$ cat src/rtl/psum_round_sched_if.sv
// NoC-side packet handshake and adder-side round handshake of psum_round_sched.
interface psum_round_sched_if #(
    parameter int unsigned WIDTH  = 64,
    parameter int unsigned NUM_PE = 5,
    parameter int unsigned PSUM_W = 8,
    parameter int unsigned TS_W   = 3
);
    logic                     in_valid;
    logic                     in_ready;
    logic [WIDTH-1:0]         in_data;
    logic                     add_valid;
    logic                     add_ready;
    logic [NUM_PE*PSUM_W-1:0] add_psum;
    logic [PSUM_W-1:0]        add_mem_pot;
    logic                     add_use_mem;
    logic [TS_W-1:0]          add_ts;
    logic                     round_done;
    logic                     err;

    // Environment side: drives packets and adder acceptance.
    modport master (
        output in_valid, in_data, add_ready,
        input  in_ready, add_valid, add_psum, add_mem_pot, add_use_mem, add_ts,
               round_done, err
    );

    // Sequencer side.
    modport slave (
        input  in_valid, in_data, add_ready,
        output in_ready, add_valid, add_psum, add_mem_pot, add_use_mem, add_ts,
               round_done, err
    );
endinterface

$ cat src/rtl/psum_round_sched.sv
// Collects one partial sum per PE (plus membrane potential after the first
// timestep) into a round, issues it to the adder and tracks the timestep.
module psum_round_sched #(
    parameter int unsigned WIDTH         = 64,
    parameter int unsigned NUM_PE        = 5,
    parameter int unsigned PSUM_W        = 8,
    parameter int unsigned NUM_TIMESTEPS = 5,
    parameter int unsigned TS_W          = 3
) (
    input  logic               clk,
    input  logic               reset,
    psum_round_sched_if.slave  bus
);
    localparam int unsigned SLOT_W  = (NUM_PE > 1) ? $clog2(NUM_PE) : 1;
    localparam int unsigned MEM_LSB = 30;
    localparam int unsigned LAST_TS = NUM_TIMESTEPS - 1;

    typedef enum logic {
        COLLECT = 1'b0,
        ISSUE   = 1'b1
    } stateE;

    stateE state;
    stateE nextState;

    logic [NUM_PE-1:0][PSUM_W-1:0] peSlot;
    logic [NUM_PE-1:0]             peValid;
    logic [PSUM_W-1:0]             memSlot;
    logic                          memValid;
    logic [TS_W-1:0]               ts;
    logic                          useMemQ;
    logic                          addValidQ;
    logic                          errQ;
    logic                          roundDoneQ;
    logic                          inReady;

    logic [3:0]        srcAddr;
    logic [1:0]        pktType;
    logic [PSUM_W-1:0] pktMem;
    logic [PSUM_W-1:0] pktPsum;
    logic              isMem;
    logic              peHit;
    logic [SLOT_W-1:0] peIdx;
    logic              accept;
    logic              memWrite;
    logic              peWrite;
    logic              dropPkt;
    logic [NUM_PE-1:0] peValidNext;
    logic              memValidNext;
    logic              roundComplete;
    logic              handshake;
    logic              lastTs;
    logic              unusedBits;

    assign srcAddr    = bus.in_data[WIDTH-1 -: 4];
    assign pktType    = bus.in_data[55:54];
    assign pktMem     = bus.in_data[MEM_LSB +: PSUM_W];
    assign pktPsum    = bus.in_data[0 +: PSUM_W];
    assign unusedBits = ^{bus.in_data[59:56], bus.in_data[53:38], bus.in_data[29:8]};

    // Packet classification: membrane type first, then fixed source-to-slot map.
    always_comb begin
        isMem = (pktType == 2'b10);
        peHit = 1'b0;
        peIdx = '0;
        case (srcAddr)
            4'b0000: begin peHit = 1'b1; peIdx = SLOT_W'(0); end
            4'b0001: begin peHit = 1'b1; peIdx = SLOT_W'(1); end
            4'b0010: begin peHit = 1'b1; peIdx = SLOT_W'(2); end
            4'b0011: begin peHit = 1'b1; peIdx = SLOT_W'(3); end
            4'b1001: begin peHit = 1'b1; peIdx = SLOT_W'(4); end
            default: ;
        endcase
    end

    // Slot update decisions and round-complete detection for this edge.
    always_comb begin
        accept        = bus.in_valid && inReady;
        memWrite      = accept && isMem && (ts != '0) && !memValid;
        peWrite       = accept && !isMem && peHit && !peValid[peIdx];
        dropPkt       = accept && !memWrite && !peWrite;
        peValidNext   = peValid | (peWrite ? (NUM_PE'(1) << peIdx) : '0);
        memValidNext  = memValid | memWrite;
        roundComplete = (&peValidNext) && (memValidNext || (ts == '0));
        handshake     = (state == ISSUE) && bus.add_ready;
        lastTs        = (ts == TS_W'(LAST_TS));
    end

    // State register.
    always_ff @(posedge clk) begin
        if (reset) begin
            state <= COLLECT;
        end else begin
            state <= nextState;
        end
    end

    // Next-state logic.
    always_comb begin
        nextState = state;
        case (state)
            COLLECT: if (accept && roundComplete) nextState = ISSUE;
            ISSUE:   if (bus.add_ready)           nextState = COLLECT;
            default: nextState = COLLECT;
        endcase
    end

    // Output decode: NoC may push only while collecting and out of reset.
    always_comb begin
        inReady = (state == COLLECT) && !reset;
    end

    // Slot storage, timestep counter and registered status outputs.
    always_ff @(posedge clk) begin
        if (reset) begin
            peSlot     <= '0;
            peValid    <= '0;
            memSlot    <= '0;
            memValid   <= 1'b0;
            ts         <= '0;
            useMemQ    <= 1'b0;
            addValidQ  <= 1'b0;
            errQ       <= 1'b0;
            roundDoneQ <= 1'b0;
        end else begin
            addValidQ  <= (nextState == ISSUE);
            errQ       <= dropPkt;
            roundDoneQ <= handshake && lastTs;
            if (handshake) begin
                peSlot   <= '0;
                peValid  <= '0;
                memSlot  <= '0;
                memValid <= 1'b0;
                ts       <= lastTs ? '0 : ts + TS_W'(1);
                useMemQ  <= !lastTs;
            end else begin
                if (peWrite) begin
                    peSlot[peIdx] <= pktPsum;
                end
                if (memWrite) begin
                    memSlot <= pktMem;
                end
                peValid  <= peValidNext;
                memValid <= memValidNext;
            end
        end
    end

    assign bus.in_ready    = inReady;
    assign bus.add_valid   = addValidQ;
    assign bus.add_psum    = peSlot;
    assign bus.add_mem_pot = memSlot;
    assign bus.add_use_mem = useMemQ;
    assign bus.add_ts      = ts;
    assign bus.err         = errQ;
    assign bus.round_done  = roundDoneQ;
endmodule

$ cat src/flat_wrapper.sv
// flat-port wrapper written by rule: the top's interface ports become plain ports
module psum_round_sched_flat 
#(
    parameter int unsigned WIDTH         = 64,
    parameter int unsigned NUM_PE        = 5,
    parameter int unsigned PSUM_W        = 8,
    parameter int unsigned NUM_TIMESTEPS = 5,
    parameter int unsigned TS_W          = 3
)
  (clk, reset, bus_in_valid, bus_in_data, bus_add_ready, bus_in_ready, bus_add_valid, bus_add_psum, bus_add_mem_pot, bus_add_use_mem, bus_add_ts, bus_round_done, bus_err);
  psum_round_sched_if #(.WIDTH(WIDTH), .NUM_PE(NUM_PE), .PSUM_W(PSUM_W), .TS_W(TS_W)) bus_i ();
  input  logic clk;
  input  logic reset;
  input wire logic [$bits(bus_i.in_valid)-1:0] bus_in_valid;
  input wire logic [$bits(bus_i.in_data)-1:0] bus_in_data;
  input wire logic [$bits(bus_i.add_ready)-1:0] bus_add_ready;
  output wire logic [$bits(bus_i.in_ready)-1:0] bus_in_ready;
  output wire logic [$bits(bus_i.add_valid)-1:0] bus_add_valid;
  output wire logic [$bits(bus_i.add_psum)-1:0] bus_add_psum;
  output wire logic [$bits(bus_i.add_mem_pot)-1:0] bus_add_mem_pot;
  output wire logic [$bits(bus_i.add_use_mem)-1:0] bus_add_use_mem;
  output wire logic [$bits(bus_i.add_ts)-1:0] bus_add_ts;
  output wire logic [$bits(bus_i.round_done)-1:0] bus_round_done;
  output wire logic [$bits(bus_i.err)-1:0] bus_err;
  assign bus_i.in_valid = bus_in_valid;
  assign bus_i.in_data = bus_in_data;
  assign bus_i.add_ready = bus_add_ready;
  assign bus_in_ready = bus_i.in_ready;
  assign bus_add_valid = bus_i.add_valid;
  assign bus_add_psum = bus_i.add_psum;
  assign bus_add_mem_pot = bus_i.add_mem_pot;
  assign bus_add_use_mem = bus_i.add_use_mem;
  assign bus_add_ts = bus_i.add_ts;
  assign bus_round_done = bus_i.round_done;
  assign bus_err = bus_i.err;
  psum_round_sched #(.WIDTH(WIDTH), .NUM_PE(NUM_PE), .PSUM_W(PSUM_W), .NUM_TIMESTEPS(NUM_TIMESTEPS), .TS_W(TS_W)) u_core (.clk(clk), .reset(reset), .bus(bus_i));
endmodule
$ cat config.mk
export PLATFORM = sky130hd
export DESIGN_NAME = psum_round_sched_flat
export DESIGN_NICKNAME = d
export VERILOG_FILES = /design/src/rtl/psum_round_sched_if.sv /design/src/rtl/psum_round_sched.sv /design/src/flat_wrapper.sv
export SDC_FILE = /design/constraint.sdc
export NUM_CORES = 1
export LEC_CHECK = 0
export ABC_AREA = 1
export CAP_MARGIN = 20
export CORE_MARGIN = 4
export CORE_UTILIZATION = 40
export DETAILED_ROUTE_END_ITERATION = 12
export PLACE_DENSITY = 0.78
export SETUP_SLACK_MARGIN = 0.05
export SKIP_CTS_REPAIR_TIMING = 1
export SLEW_MARGIN = 15
export SYNTH_ARGS = -nofsm -noshare
export SYNTH_HDL_FRONTEND = slang
export SYNTH_SLANG_ARGS = --single-unit
$ cat constraint.sdc
create_clock -name clk -period 2 [get_ports clk]
set_input_delay 0.2 -clock clk [delete_from_list [all_inputs] [get_ports clk]]
set_output_delay 0.2 -clock clk [all_outputs]
set_load 0.01 [all_outputs]
### Yosys cells after proc, flatten, opt, wreduce, memory -nomap -nowiden

Index checks and enable logic that the tools add are counted.

* bitwise logic cells: 3
* add/subtract/negate cells: 1
* reduce and logical (&&, ||, !) cells: 29
* order comparisons: 2
* eq/ne operators: 6
* shift operators: 1
* mux-type cells: 12
* div/mod/pow operators: 0
* multiply operators: 0

Operator list (count)
* bitwise mux 40 bit: 1
* demux 8 bit (select 3 bit): 1
* logical AND 1 bit: 15
* case mux 3 bit (4 select lines): 1
* equality test 4 x 2 -> 1 bit (second input constant): 2
* two-way mux 8 bit: 1
* logical NOT 1 bit: 7
* two-way mux 5 bit: 1
* OR 5 bit: 1
* AND reduction 5 bit: 1
* OR reduction 5 bit: 1
* << shifter 1 x 3 -> 5 bit (first input constant): 1
* equality test 4 x 1 -> 1 bit (second input constant): 1
* equality test 4 bit (second input constant): 1
* logical NOT 4 bit: 1
* less-than comparator 3 x 4 -> 1 bit (second input constant): 1
* two-way mux 1 bit: 4
* adder 3 x 1 -> 3 bit (second input constant): 1
* binary-select mux 1 bit (select 3 bit): 1
* equality test 3 bit (second input constant): 1
* >= comparator 3 x 1 -> 1 bit (second input constant): 1
* logical NOT 3 bit: 1
* two-way mux 3 bit: 1
* nonzero test 3 bit: 1
* 6 further kinds: 6

* input port bits: 68
* bits in latches: 0
* word-level logic and storage cells: 67
* memories kept: 0
* memory bits (read-only): 0
* register bits after elaboration: 61
* memory bits (writable): 0

### Depth between registers and ports, before layout

Gate-level depths: netlist of run 1.

* word-level depth: 13
* depth in mapped cells: 12

### Worst setup path before layout of run 1

No wires, ideal clock.

* kind: flip-flop to flip-flop
* start: register u_core.state
* end: register u_core.peSlot (netlist bit u_core.bus.add_psum[23])
* setup time: 0.066 ns
* data required time: 1.934 ns
* stages on the path, launching flop included: 13
* period minus slack after synthesis: 1.545 ns
* data arrival time: 1.479 ns
* path buffers: 1
* path slack: 0.455 ns
* cell sequence: dfxtp_1 nor2_4 nand2_4 nor2_8 nand2_2 nor2_4 nand2_2 nand2_4 nand2_4 inv_4 buf_6 o21ai_2 a21oi_2

* longest elaborated chain between the ends: 6
* elaborated cells between the ends (all ways): 8
* those cells by class: 1 x bitwise; 7 x reduce/logical

RTL lines
* start, declared: RTL line psum_round_sched.sv:23 `stateE state;`
* start signal, assigned: RTL line psum_round_sched.sv:94 `state <= nextState;`
* NOT 1 bit: RTL line psum_round_sched.sv:110 `inReady = (state == COLLECT) && !reset;`
* logical AND 1 bit: RTL line psum_round_sched.sv:110
* named net bus_in_ready: RTL line flat_wrapper.sv:17 `output wire logic [$bits(bus_i.in_ready)-1:0] bus_in_ready;`
* logical AND 1 bit: RTL line psum_round_sched.sv:78 `accept = bus.in_valid && inReady;`
* logical AND 1 bit (3 in series): RTL line psum_round_sched.sv:80 `peWrite = accept && !isMem && peHit && !peValid[peIdx];`
* end signal, assigned by index: RTL line psum_round_sched.sv:138 `peSlot[peIdx] <= pktPsum;`
* end, declared: RTL line psum_round_sched.sv:26 `logic [NUM_PE-1:0][PSUM_W-1:0] peSlot;`

The timed path passes the listed nets, and every way through them passes these cells.
A chain may end at the register's enable or synchronous reset.

### Worst setup path in the final report of run 1

* start: input port bus_in_data[62]
* end: register u_core.peSlot (netlist bit u_core.bus.add_psum[3])

* longest elaborated chain between the ends: 7
* elaborated cells between the ends (all ways): 19
* those cells by class: 2 x order compare; 4 x eq/ne; 7 x mux; 6 x reduce/logical

RTL lines
* start, declared: RTL line flat_wrapper.sv:15 `input wire logic [$bits(bus_i.in_data)-1:0] bus_in_data;`
* equality test 4 bit, or another cell as far along: RTL line psum_round_sched.sv:66 `case (srcAddr)`
* case mux 3 bit (4 select lines): RTL line psum_round_sched.sv:66
* less-than comparator 3 x 4 -> 1 bit (implied by the code) or >= comparator 3 x 1 -> 1 bit (tied branches): RTL line psum_round_sched.sv:138
* logical AND 1 bit (implied by the code): RTL line psum_round_sched.sv:138
* two-way mux 8 bit (implied by the code): RTL line psum_round_sched.sv:138
* demux 8 bit (select 3 bit)
* bitwise mux 40 bit: RTL line psum_round_sched.sv:138

Several ways; a longest one is shown, not always the timed one. The select of a mux whose other input is x is not followed.

==> results of run 1 <==
## state kept, by name, summed over array words and instances (netlist names)
register and count:
u_core.bus.add_psum 40, u_core.bus.add_mem_pot 8, u_core.peValid 5, u_core.bus.add_ts 3, u_core.bus.add_use_mem 1, u_core.bus.err 1, u_core.bus.round_done 1, u_core.memValid 1
u_core.state 1
## per-layer routing
metal	part of all wire (%)	vias to the layer above	routed length, um	global-route usage [%]
li1	-	1154	-	-
met1	46	990	2760	21.7
met2	44	67	2670	25.9
met3	8.7	7	524	6.46
met4	1.1	0	65	8.07
met5	0	-	0	0
## critical path: cells and delay by family
family / cells / cell delay [ps]
compound gates: 2 / 180
buf+inv: 2 / 640
simple gates: 8 / 790
## final timing paths
kind                                               from                 endpoint  slack [ps]  cells past startpoint
worst min-delay path            u_core.bus.add_psum[36]  u_core.bus.add_psum[36]         440                      2
worst max register to register             u_core.state   u_core.bus.add_psum[3]         390                     11
worst min register to register  u_core.bus.add_psum[36]  u_core.bus.add_psum[36]         440                      2
worst max-delay path                    bus_in_data[62]   u_core.bus.add_psum[3]         390                     12
## stage by stage
| stage | instances | hold slack [ps] | util (%) | cell area (sq um) |
|---|---|---|---|---|
| global route | 467 | 455 | 59.8 | 3560 |
| global placement | 452 | 432 | 56.7 | 3380 |
| floorplan | 297 | 269 | - | 2460 |
| CTS | 467 | 442 | 59.8 | 3560 |
| finish | 467 | 442 | 59.8 | 3560 |
| detailed placement | 452 | 435 | 56.7 | 3380 |
## area by class of cell
type | count | area (sq um)
Fill cell | 539 | 2390
Sequential cell | 61 | 1220
Multi-Input combinational cell | 185 | 1010
Timing Repair Buffer | 90 | 891
Clock buffer | 12 | 165
Inverter | 41 | 161
Tap cell | 75 | 93.8
Clock inverter | 3 | 20.0
## cell usage in the layout (no fill, tap or decap), types with 2 or more instances in the layout
master and instances:
o21ai_1 19, dfxtp_1 61, ha_1 2, inv_1 33
nor2_4 2, nor3_1 3, nand2_1 30, buf_4 8
nand3_1 13, a21oi_2 4, inv_4 3, o21ai_2 6
o21ai_0 19, clkbuf_8 12, a21oi_1 44, nand4_1 4
nor2_2 5, inv_2 3, clkinvlp_4 2, nand2_4 6
nor2_1 23, clkinv_1 2, nand2_2 2, clkdlybuf4s50_1 81
## logic make-up (layout without fill, tap and decap cells)
group                      after synthesis  in the layout
AOI/OAI and AO/OA                       93             93
adders and majority gates                2              2
buffers and inverters                   51            146
DFF                                     61             61
and+or+nand+nor                         90             90
## power groups by stage
stage,Sequential [W],Clock [W],Combinational (W)
2_1_floorplan,0.00126,0,0.0000774
5_1_grt,0.00123,0.00110,0.000205
4_1_cts,0.00123,0.00103,0.000189
6_report,0.00123,0.00101,0.000188
3_5_place_dp,0.00126,0,0.000188
3_3_place_gp,0.00125,0,0.000186
==> results_dict.tcl, run 1 <==
set metrics [dict create \
    status "finished clean" \
    p_int_w 0.00186 \
    grt_pass1_wl_mm 10.0 \
    rsz0062_at_grt "no" \
    worst-endpoint-required_ps 2200 \
    grt_pass1_vias 2145 \
    ys_seq_area_share_pct 49.6 \
    root_buffer "clkbuf_8" \
    gp_congestion 0.840 \
    dp_hpwl_mm 4.50 \
    dr_total_vias 2218 \
    fp-row-count 28 \
    cts_htree_levels 3 \
    critical_path.max_fanout 9 \
    viasPerCell 4.75 \
    wl_per_cell_um 12.9 \
    syn-num-nets 367 \
    path_cells "clkdlybuf4s50_1, nor2_2, o21ai_1, nand2_1, nand2_1, nor2_2, nand2_2, nand2_4, buf_4, nand2_4, nand2_1, a21oi_1" \
    grt_max_degree 32 \
    n_antenna_cell 0 \
    fin_crit_sh_pct 80.5 \
    wirelength_mm 6.02 \
    clock-sinks 61 \
    cp-end-kind "register" \
    synthSimpleGateAreaFrac_pct 19.3 \
    antenna_found_initial 0 \
    syn_to_final_growth_pct 44.5 \
    synth-seq-cells 61 \
    p_clk_share_pct 41.5 \
    ys.flop_type "dfxtp_1" \
    yosys.cell_types.count 28 \
    clock-skew-final_ps 7.96 \
    min_path_type "reg2reg" \
    synth-compound-area-share_pct 20.5 \
    clock_latency_ps 330 \
    peakVddDrop_v 0.000426 \
    first_pass_iters 4 \
    fin_crit_ps 1610 \
    drv_slew 0 \
    hold_viol_final 0 \
    seqPwrFrac_pct 50.7 \
    drv_cap 0 \
    setup_slack_ps 390 \
    initial_utilization_pct 41.4 \
    drive_above_1_share_pct 14.5 \
    p_leak_nw 1.43 \
    cp_slowest_cell "clkdlybuf4s50_1" \
    place_ws_ps 59.1 \
    syn-cell-area_sq_mm 0.00246 \
    grt_usage_pct 17.2 \
    switchingPower_w 0.000565 \
    drt_iter0_markers 67 \
    clkTransAtPathRegs_ps 70 \
    synth_enable_flop_cells 0 \
    sw_frac_of_total_pct 23.3 \
    power_density_mw_per_mm2 680 \
    die_width_um 86.5 \
    synthMuxAreaShare_pct 0 \
    die-area_sq_mm 0.00748 \
    worstMarginPinSlew_ps 438 \
    synthCells 297 \
    synth_top_family_by_area "compound AO/OA/AOI/OAI gates" \
    setup_viol_count_final 0 \
    yosysMostFrequentCell "dfxtp_1" \
    synthAdderAreaFrac_pct 1.02 \
    synth.top_cell.area_share_pct 49.6 \
    p_total_w 0.00242 \
    cts_tree "built" \
    cp-start-kind "input port" \
    tns_ps 0 \
    crit_top_cell "nand2_1" \
    cpPeakStageDelay_ps 450 \
    timing.fmax_mhz 621 \
    drcViolationCount 0 \
    overflow 0 \
    coreArea_sq_mm 0.00596 \
    die_y_um 86.5 \
    max_slew_margin_pct 70.8 \
    synth-xor-area-share_pct 0 \
    nets 458 \
    crit_type "in2reg" \
    combPwrFrac_pct 7.8 \
    worstPathArrival_ps 1810 \
    io_buffers 81 \
    numCtsBuffers 9 \
    synth_async_sr_flop_share_pct 0 \
    pin_count 124 \
    antenna_left 0 \
    cts_max_path_buffers 2 \
    yosysTopAreaCell "dfxtp_1" \
    synth.avg_cell_area_sq_um 8.29 \
    ys_warn_count 0 \
    yosys-top-cells-count "dfxtp_1, a21oi_1, inv_1" \
    synth_area_leaders "dfxtp_1, a21oi_1, inv_1" \
]
(Power assumes the default switching activity.)
==> inputs of run 2 (changes only) <==
==> constraint.sdc (replaced) <==
create_clock -name clk -period 1.7 [get_ports clk]
set_input_delay 0.17 -clock clk [delete_from_list [all_inputs] [get_ports clk]]
set_output_delay 0.17 -clock clk [all_outputs]
set_load 0.01 [all_outputs]
==> run 2 against run 1 <==
- power rose by 14%
- global-route usage barely moved
- flip-flop and latch count did not move
- count of clock-buffer cells in the layout fell by 1
==> results_dict.tcl, run 2 (synthesis results as in run 1) <==
set metrics [dict create \
    status "finished clean" \
    critical_path.max_fanout 5 \
    antenna_found_initial 0 \
    crit_type "in2reg" \
    tns_ps 0 \
    worstRegToRegCells 11 \
    antenna_left 0 \
    wl_per_cell_um 13.0 \
    dp_hpwl_mm 4.59 \
    dp.cells 459 \
    fin_crit_sh_pct 91.8 \
    fp-row-count 28 \
    worst-endpoint-required_ps 1970 \
    mostFrequentLayoutCell "clkdlybuf4s50_1" \
    holdPathStages 3 \
    worstMarginPinSlew_ps 429 \
    crit_top_cell "nand2_1" \
    holdPathEnd "u_core.bus.add_mem_pot[1]" \
    place_area_sq_mm 0.00343 \
    die-area_sq_mm 0.00748 \
    grt_pass1_vias 2130 \
    drive_above_1_share_pct 17.2 \
    viasPerCell 4.80 \
    regArea_sq_mm 0.00122 \
    final_cell_mix "clkdlybuf4s50_1, dfxtp_1, a21oi_1" \
    io_buffers 81 \
    cp_slowest_cell "clkdlybuf4s50_1" \
    clock_latency_ps 340 \
    gp_congestion 0.819 \
    overflow 0 \
    timing.fmax_mhz 640 \
    drv_cap 0 \
    n_antenna_cell 0 \
    setup_viol_count_final 0 \
    cts_htree_levels 3 \
    hold_viol_final 0 \
    wirelength_mm 6.18 \
    cp-end-kind "register" \
    place_ws_ps -234 \
    setup_slack_ps 139 \
    die_width_um 86.5 \
    p_leak_nw 1.48 \
    power_density_mw_per_mm2 757 \
    grt_max_degree 37 \
    min_path_type "in2reg" \
    nets 466 \
    coreArea_sq_mm 0.00596 \
    drcViolationCount 0 \
    cts_max_path_buffers 2 \
    numCtsBuffers 9 \
    peakVddDrop_v 0.000434 \
    clock-sinks 61 \
    rsz0062_at_grt "yes" \
    grt_pass1_wl_mm 10.0 \
    worstPathArrival_ps 1830 \
    dr_total_vias 2285 \
    die_y_um 86.5 \
    fin_crit_ps 1560 \
    drv_slew 0 \
    path_cells "clkdlybuf4s50_1, nor2_4, o21ai_1, nand2_1, nand2_1, nor2_2, nand2_2, nand2_4, nand2_4, nand2_1, nand4_1, a21oi_2" \
    reg2reg_to "u_core.state" \
    reg2reg_from "u_core.state" \
    hp-start "bus_in_data[31]" \
    instances_no_fill 476 \
    clock-skew-final_ps 6.30 \
    pin_count 124 \
    root_buffer "clkbuf_8" \
    cpPeakStageDelay_ps 460 \
    fillCellCount 531 \
    multi_input_comb_area_sq_mm 0.00102 \
    cts_tree "built" \
    rrSetupSlack_ps 140 \
    cp-start-kind "input port" \
    largest_register_ff_count 40 \
    final_area_sq_mm 0.00364 \
    initial_utilization_pct 41.4 \
    syn_to_final_growth_pct 47.6 \
    first_pass_iters 4 \
    max_slew_margin_pct 71.4 \
    drt_iter0_markers 106 \
    clkTransAtPathRegs_ps 70 \
    whs_ps 413 \
    grt_usage_pct 17.2 \
]
## run 2: changes by cell type in the layout (fill, tap and decap cells not counted), sizes merged
cell,before,now
inv,39,38
clkinv,3,7
clkbuf,12,11
clkinvlp,2,1
dlymetal6s2s,0,1
buf,9,17
clkdlybuf4s50,81,80
## run 2: worst max-delay path by stage
stage / slack [ps] / cells past startpoint / from / endpoint
2_1_floorplan: 160 / 12 / u_core.state / u_core.bus.add_psum[23]
3_3_place_gp: -190 / 12 / bus_in_data[62] / u_core.bus.add_psum[4]
3_5_place_dp: -230 / 12 / bus_in_data[62] / u_core.bus.add_psum[7]
4_1_cts: 20 / 3 / u_core.state / bus_in_ready
5_1_grt: 30 / 9 / u_core.bus.add_ts[0] / u_core.state
6_report: 140 / 12 / bus_in_data[62] / u_core.state
## run 2: per-stage QoR
stage / util, % / total power [W]
6_report: 61.1 / 0.00275
5_1_grt: 61.1 / 0.00287
2_1_floorplan: - / 0.00157
3_3_place_gp: 57.6 / 0.00171
4_1_cts: 60.2 / 0.00277
3_5_place_dp: 57.6 / 0.00171
## run 2: area by class of cell
cell class | instances | share of cell area, %
inverters | 41 | 4.99
clock buffers | 11 | 3.61
clock inverters | 5 | 0.757
multi-input cells | 185 | 28.1
repair buffers | 98 | 26.3
well taps | 75 | 2.58
flip-flops and latches | 61 | 33.7
## run 2: per-layer routing
layer | wire length, um | global-route usage, %
met5 | 0 | 0
met4 | 108 | 8.07
met3 | 578 | 6.56
met2 | 2690 | 25.1
met1 | 2800 | 22.4
## run 2: critical path, delay by kind of cell
family,cells,cell delay (ps)
simple gates,9,950
buf+inv,1,460
compound gates,2,250
## run 2: report_power, final
part	total (W)	internal, W	switching, W
registers	0.00144	0.00144	0.00000503
clock network	0.00107	0.000519	0.000556
logic	0.000235	0.000117	0.000118
total	0.00275	0.00208	0.000679
==> inputs of run 3 (changes only) <==
--- a/config.mk
+++ b/config.mk
@@ -9,6 +9,7 @@
 export CAP_MARGIN = 20
 export CORE_MARGIN = 4
 export CORE_UTILIZATION = 40
+export CTS_CLUSTER_DIAMETER = 120
 export DETAILED_ROUTE_END_ITERATION = 12
 export PLACE_DENSITY = 0.78
 export SETUP_SLACK_MARGIN = 0.05
==> results of run 3 <==
The final DEF is identical to that of run 2; final timing and power are the same.
